[config.mk]
export PLATFORM = sky130hd
export DESIGN_NAME = branch_resolve_unit
export DESIGN_NICKNAME = d
export VERILOG_FILES = /design/src/rtl/branch_resolve_unit.sv
export SDC_FILE = /design/constraint.sdc
export NUM_CORES = 1
export LEC_CHECK = 0
export ABC_CLOCK_PERIOD_IN_PS = 3480
export BUFFER_PORTS_ARGS = -buffer_cell sky130_fd_sc_hd__buf_2
export CORE_ASPECT_RATIO = 1.75
export CORE_MARGIN = 1.5
export CORE_UTILIZATION = 50
export DETAILED_ROUTE_END_ITERATION = 8
export GPL_TIMING_DRIVEN = 0
export PLACE_DENSITY = 0.8
export SETUP_SLACK_MARGIN = 0.4
export SKIP_CTS_REPAIR_TIMING = 1
export SLEW_MARGIN = 40
export SYNTH_ARGS = -nofsm -noshare
export SYNTH_HDL_FRONTEND = slang
export SYNTH_SLANG_ARGS = --single-unit
[constraint.sdc]
create_clock -name clk -period 3.48 [get_ports clk]
set_input_delay 0.696 -clock clk [delete_from_list [all_inputs] [get_ports clk]]
set_output_delay 0.696 -clock clk [all_outputs]
set_load 0.03 [all_outputs]
[src/rtl/branch_resolve_unit.sv]
// Resolves branch/jump/call/return instructions into registered redirect, link and
// squash-window outputs, with a circular return-address stack for call/return pairs.
module branch_resolve_unit #(
  parameter int ADDR_W       = 21,
  parameter int RAS_DEPTH    = 4,
  parameter int FLUSH_CYCLES = 2
) (
  input  logic              clk,
  input  logic              rst,
  input  logic              valid_in,
  input  logic [ADDR_W-1:0] pc,
  input  logic [ADDR_W-1:0] offset,
  input  logic [2:0]        jump_type,
  input  logic              branch_taken,
  output logic              redirect,
  output logic [ADDR_W-1:0] target,
  output logic              link,
  output logic [ADDR_W-1:0] link_addr,
  output logic              flush,
  output logic              ras_empty,
  output logic              ras_full,
  output logic              ras_underflow
);

  localparam int PTR_W = $clog2(RAS_DEPTH);
  localparam int FC_W  = (FLUSH_CYCLES > 1) ? $clog2(FLUSH_CYCLES) : 1;
  localparam logic [PTR_W:0]  RAS_FULL_CNT = (PTR_W+1)'(RAS_DEPTH);
  localparam logic [FC_W-1:0] FC_LAST      = FC_W'(FLUSH_CYCLES - 1);

  localparam logic [2:0] JT_COND   = 3'b001;
  localparam logic [2:0] JT_UNCOND = 3'b010;
  localparam logic [2:0] JT_CALL   = 3'b011;
  localparam logic [2:0] JT_RET    = 3'b100;

  typedef enum logic {IDLE, FLUSH} state_t;

  state_t          state, state_nxt;
  logic [FC_W-1:0] fcnt, fcnt_nxt;

  logic [ADDR_W-1:0] ras_mem [RAS_DEPTH];
  logic [PTR_W-1:0]  ras_wptr;
  logic [PTR_W:0]    ras_cnt;

  logic                     vld_p0;
  logic signed [ADDR_W-1:0] off_s_p0;
  logic [ADDR_W-1:0]        rel_tgt_p0;
  logic [ADDR_W-1:0]        link_val_p0;
  logic [ADDR_W-1:0]        ras_top_p0;
  logic [ADDR_W-1:0]        redir_tgt_p0;
  logic                     do_redir_p0, do_link_p0, do_push_p0, do_pop_p0, do_under_p0;

  logic              redirect_p1, link_p1, under_p1;
  logic [ADDR_W-1:0] target_p1, link_addr_p1;

  // Occupancy counter saturates: a push onto a full stack overwrites the oldest slot.
  function automatic logic [PTR_W:0] ras_cnt_inc(input logic [PTR_W:0] c);
    return (c == RAS_FULL_CNT) ? c : c + (PTR_W+1)'(1);
  endfunction

  function automatic logic [ADDR_W-1:0] addr_add(input logic [ADDR_W-1:0] a,
                                                 input logic [ADDR_W-1:0] b);
    return a + b;
  endfunction

  // ---- stage p0: decode the accepted instruction ----
  assign vld_p0      = valid_in && (state == IDLE);
  assign off_s_p0    = offset;
  assign rel_tgt_p0  = addr_add(pc, $unsigned(off_s_p0));
  assign link_val_p0 = addr_add(pc, ADDR_W'(1));
  assign ras_top_p0  = ras_mem[ras_wptr - PTR_W'(1)];

  always_comb begin
    do_redir_p0  = 1'b0;
    do_link_p0   = 1'b0;
    do_push_p0   = 1'b0;
    do_pop_p0    = 1'b0;
    do_under_p0  = 1'b0;
    redir_tgt_p0 = rel_tgt_p0;
    if (vld_p0) begin
      case (jump_type)
        JT_COND:   do_redir_p0 = branch_taken;
        JT_UNCOND: do_redir_p0 = 1'b1;
        JT_CALL: begin
          do_redir_p0 = 1'b1;
          do_link_p0  = 1'b1;
          do_push_p0  = 1'b1;
        end
        JT_RET: begin
          if (ras_cnt != '0) begin
            do_redir_p0  = 1'b1;
            do_pop_p0    = 1'b1;
            redir_tgt_p0 = ras_top_p0;
          end else begin
            do_under_p0 = 1'b1;
          end
        end
        default: ;
      endcase
    end
  end

  // ---- stage p1: registered outputs ----
  always_ff @(posedge clk) begin
    if (rst) begin
      redirect_p1  <= 1'b0;
      link_p1      <= 1'b0;
      under_p1     <= 1'b0;
      target_p1    <= '0;
      link_addr_p1 <= '0;
    end else begin
      redirect_p1 <= do_redir_p0;
      link_p1     <= do_link_p0;
      under_p1    <= do_under_p0;
      if (do_redir_p0) target_p1    <= redir_tgt_p0;
      if (do_link_p0)  link_addr_p1 <= link_val_p0;
    end
  end

  always_ff @(posedge clk) begin
    if (rst) begin
      ras_wptr <= '0;
      ras_cnt  <= '0;
    end else if (do_push_p0) begin
      ras_wptr <= ras_wptr + PTR_W'(1);
      ras_cnt  <= ras_cnt_inc(ras_cnt);
    end else if (do_pop_p0) begin
      ras_wptr <= ras_wptr - PTR_W'(1);
      ras_cnt  <= ras_cnt - (PTR_W+1)'(1);
    end
  end

  always_ff @(posedge clk) begin
    if (do_push_p0) ras_mem[ras_wptr] <= link_val_p0;
  end

  always_ff @(posedge clk) begin
    if (rst) begin
      state <= IDLE;
      fcnt  <= '0;
    end else begin
      state <= state_nxt;
      fcnt  <= fcnt_nxt;
    end
  end

  // The redirect cycle is the first flush cycle, so the window starts on the same edge.
  always_comb begin
    state_nxt = state;
    fcnt_nxt  = fcnt;
    case (state)
      IDLE: begin
        if (do_redir_p0) begin
          state_nxt = FLUSH;
          fcnt_nxt  = '0;
        end
      end
      FLUSH: begin
        if (fcnt == FC_LAST) state_nxt = IDLE;
        else                 fcnt_nxt  = fcnt + FC_W'(1);
      end
      default: state_nxt = IDLE;
    endcase
  end

  assign redirect      = redirect_p1;
  assign target        = target_p1;
  assign link          = link_p1;
  assign link_addr     = link_addr_p1;
  assign ras_underflow = under_p1;
  assign flush         = (state == FLUSH);
  assign ras_empty     = (ras_cnt == '0);
  assign ras_full      = (ras_cnt == RAS_FULL_CNT);

endmodule
==> parameters.txt <==
Parameter                              Value

Synthesis
  Cell accounting for the most synthesized area    sky130_fd_sc_hd__edfxtp_1
  Cells taking the most area after synthesis    sky130_fd_sc_hd__edfxtp_1, sky130_fd_sc_hd__dfxtp_1, sky130_fd_sc_hd__mux4_2
  Synth unique cells    58
  Predominant post-synthesis flop cell    sky130_fd_sc_hd__edfxtp_1
  Post-synth top cells    sky130_fd_sc_hd__edfxtp_1, sky130_fd_sc_hd__nor2_1, sky130_fd_sc_hd__dfxtp_1
  Yosys reg bits    between 100 and 150
  Post-Syn Nets    607
  Yosys Warn Count    0
  Fraction of the yosys area taken by sequential cells    0.556
  Post-synthesis instance area    6410 sq um
  Post-synthesis area per instance    12.1 sq um
  Number of enable-type register cells in the synthesized netlist    between 80 and 90
  Async SR Flop Fraction    0
  Portion of synthesized cell area occupied by the leading cell type    0.394
  Synthesized netlist cell count    approximately 530
  Most used standard cell by instance count after synthesis    sky130_fd_sc_hd__edfxtp_1

Worst setup path
  Cell-by-cell trace of the critical path    nand2b_1 > nor3_1 > clkbuf_1 > clkbuf_1 > and2_2
  Cell mode on critical path    sky130_fd_sc_hd__clkbuf_1
  Slowest stage cell, crit path    sky130_fd_sc_hd__and2_2
  Arrival @ worst endpoint    3.21 ns
  R2R cell count    5
  CP Data Required Time    3.53 ns
  Endpoint type of the worst setup path    register
  Slowest cell delay on critical path    about 0.63 ns
  Highest net fanout along the worst path    21
  Crit path kind    reg2reg
  Critical Path Start Type    register

Routing
  Final routed wirelength across all metal layers    between 15000 and 20000 um
  Vias per std cell    about 5.8
  DRC errors left    0
  Number of nets still failing antenna checks after routing    0
  Drt wl/cell    19.6 um
  Via count    4766
  1st-pass router iterations    5
  DRC violation total after the first TritonRoute iteration    223

Final layout
  Total of fill cells in the finished design    964
  Non-filler cells, final    827
  Final antenna diode count    0
  Layout cells sized above 1    0.256
  Share of the core filled with cells    0.614
  Area Overhead vs Synth    19.7%
  Net total in the final layout    722

Timing
  RSZ-0062 raised after global routing    yes
  Hold violation total from the final report    0
  Peak clock frequency supported by timing    0.317 GHz
  Number of pins with negative max-slew slack in the final report    0
  Setup violation total in the final timing report    0
  Relative max-transition margin    0.528
  Worst slew pin tran    0.702 ns
  Hold WS    0.456 ns
  Final cycle utilization of the critical path    0.906
  Final Skew    about 0.0080 ns
  Time the worst path needs with I/O delays and setup    3.15 ns

Placed design
  DP Cell Count    795
  Number of I/O port buffers    96
  Sum of net half-perimeters after detailed placement    12000 um
  Final weighted congestion in routability-driven placement    0.909

Clock network
  Clock Latency Late Sink    about 0.42 ns
  Number of clock sinks    between 100 and 150
  H-Tree Depth    4
  Maximum count of clock buffers along a single path    2
  Clock edge transition at the registers on the reported setup and hold paths    approximately 0.06 ns
  Root Driver    sky130_fd_sc_hd__clkbuf_16
  CTS tree    done
  Cts bufs inserted    17

Pwr
  Pwr per Cell Area    520 nW/um^2
  Proportion of total power due to net switching    0.278
  Internal power summed over all cells    2.88 mW
  Sw power    1.11 mW
  Relative contribution of sequential cells to total power    0.443
  Clock network power share    0.428
  Leakage power total    2.98 nW
  Combinational cell fraction of total power    0.129
  Maximum vdd ir drop    0.337 mV

Die
  Number of top-level design ports    between 90 and 100
  Starting utilization of the core area    0.513
  Placeable Area    12500 sq um
  DIE HEIGHT    153 um
  Floorplan die area    about 14000 sq um
  Die width    88.6 um
  Total number of placement rows    54

Worst hold path
  Cell depth of the worst min-delay path    2
  Worst min-delay path class    reg2reg

Global routing
  Number of antenna violations at the first check in global routing    0
  Gr ovfl total    0
  First-pass GRT wire length    25400 um
  Via count of the first global-routing pass    5007
  GRT Util Overall    0.253
  Pin count of the biggest net entering global routing    22

Run status
  Outcome    completed

Job
  Max cap viols    0
## sequential cells by signal (all words and copies together) (netlist names)
register and count:
fcnt 1, flush 1, ras_mem 84, link 1, link_addr 21, redirect 1, ras_cnt 3, target 21
ras_wptr 2, ras_underflow 1
## cell families after synthesis
group                    share of synthesized area
AND/OR/NAND/NOR                              0.131
XOR/XNOR                                    0.0520
buffers and inverters                       0.0197
multiplexers                                0.0848
flip-flops                                   0.556
AO/OA/AOI/OAI                                0.101
adder cells (fa/ha/maj)                     0.0551
## power groups by stage
stage	registers, mW	logic (mW)	clock network (mW)
after floorplan	1.85	0.291	0
after detailed placement	1.80	0.507	0
after global placement	1.80	0.495	0
after CTS	1.77	0.512	1.72
after global routing	1.77	0.557	1.80
final	1.77	0.514	1.71
## routing by layer
layer  share of wire  GRT usage
met2            0.53      0.442
met1            0.39      0.281
met3           0.045     0.0580
met4           0.034      0.123
met5               0          0
## layout make-up
cell class / count / area, sq um / area share
plain buffers: 20 / 86.3 / 0.0113
clock buffers: 18 / 429 / 0.0560
clock inverters: 14 / 134 / 0.0175
inverters: 12 / 45.0 / 0.00587
multi-input cells: 363 / 2720 / 0.355
flip-flops and latches: 136 / 3560 / 0.465
well taps: 168 / 210 / 0.0274
repair buffers: 96 / 480 / 0.0626
## per-stage QoR
step | area [sq um] | setup TNS, ns | power [mW] | worst slack [ns]
2_1_floorplan | 6410 | 0 | 2.14 | 0.791
3_3_place_gp | 7100 | -14.04 | 2.30 | -0.177
3_5_place_dp | 7100 | 0 | 2.31 | 0.0551
4_1_cts | 7660 | 0 | 4.00 | 0.249
5_1_grt | 7670 | 0 | 4.13 | 0.251
6_report | 7670 | 0 | 3.99 | 0.326
## critical path: cells and delay by family, from the launching register on
family	cells	cell delay, ns
buffers and inverters	2	1.01
flip-flops	1	0.35
AND/OR/NAND/NOR	3	1.43
## path summary, 6_finish.rpt
| kind | startpoint | to | slack [ns] |
|---|---|---|---|
| max | flush | ras_mem[0][13] | 0.33 |
| min | target[5] | target[5] | 0.46 |
| max reg2reg | flush | ras_mem[0][13] | 0.33 |
| min reg2reg | target[5] | target[5] | 0.46 |
## placed cells by master, fill, tap and decap left out, types with 4 or more instances in the layout
master,count
sky130_fd_sc_hd__and4_1,4
sky130_fd_sc_hd__nand2b_1,5
sky130_fd_sc_hd__a21o_1,6
sky130_fd_sc_hd__nor3_1,21
sky130_fd_sc_hd__clkbuf_16,17
sky130_fd_sc_hd__o21ai_1,20
sky130_fd_sc_hd__nor2_1,56
sky130_fd_sc_hd__dfxtp_1,52
sky130_fd_sc_hd__xnor2_1,25
sky130_fd_sc_hd__xor2_1,13
sky130_fd_sc_hd__buf_2,100
sky130_fd_sc_hd__nand3_1,19
sky130_fd_sc_hd__a21oi_1,23
sky130_fd_sc_hd__mux4_2,21
sky130_fd_sc_hd__and2_2,4
sky130_fd_sc_hd__edfxtp_1,84
sky130_fd_sc_hd__inv_6,5
sky130_fd_sc_hd__a22oi_1,12
sky130_fd_sc_hd__ha_1,25
sky130_fd_sc_hd__o21ai_0,7
sky130_fd_sc_hd__inv_1,10
sky130_fd_sc_hd__a211oi_1,7
sky130_fd_sc_hd__mux2i_1,7
sky130_fd_sc_hd__clkbuf_1,13
sky130_fd_sc_hd__and3_1,7
sky130_fd_sc_hd__nand4_1,4
sky130_fd_sc_hd__nand2_1,33
Note: power is estimated with default switching activity, not from simulation.
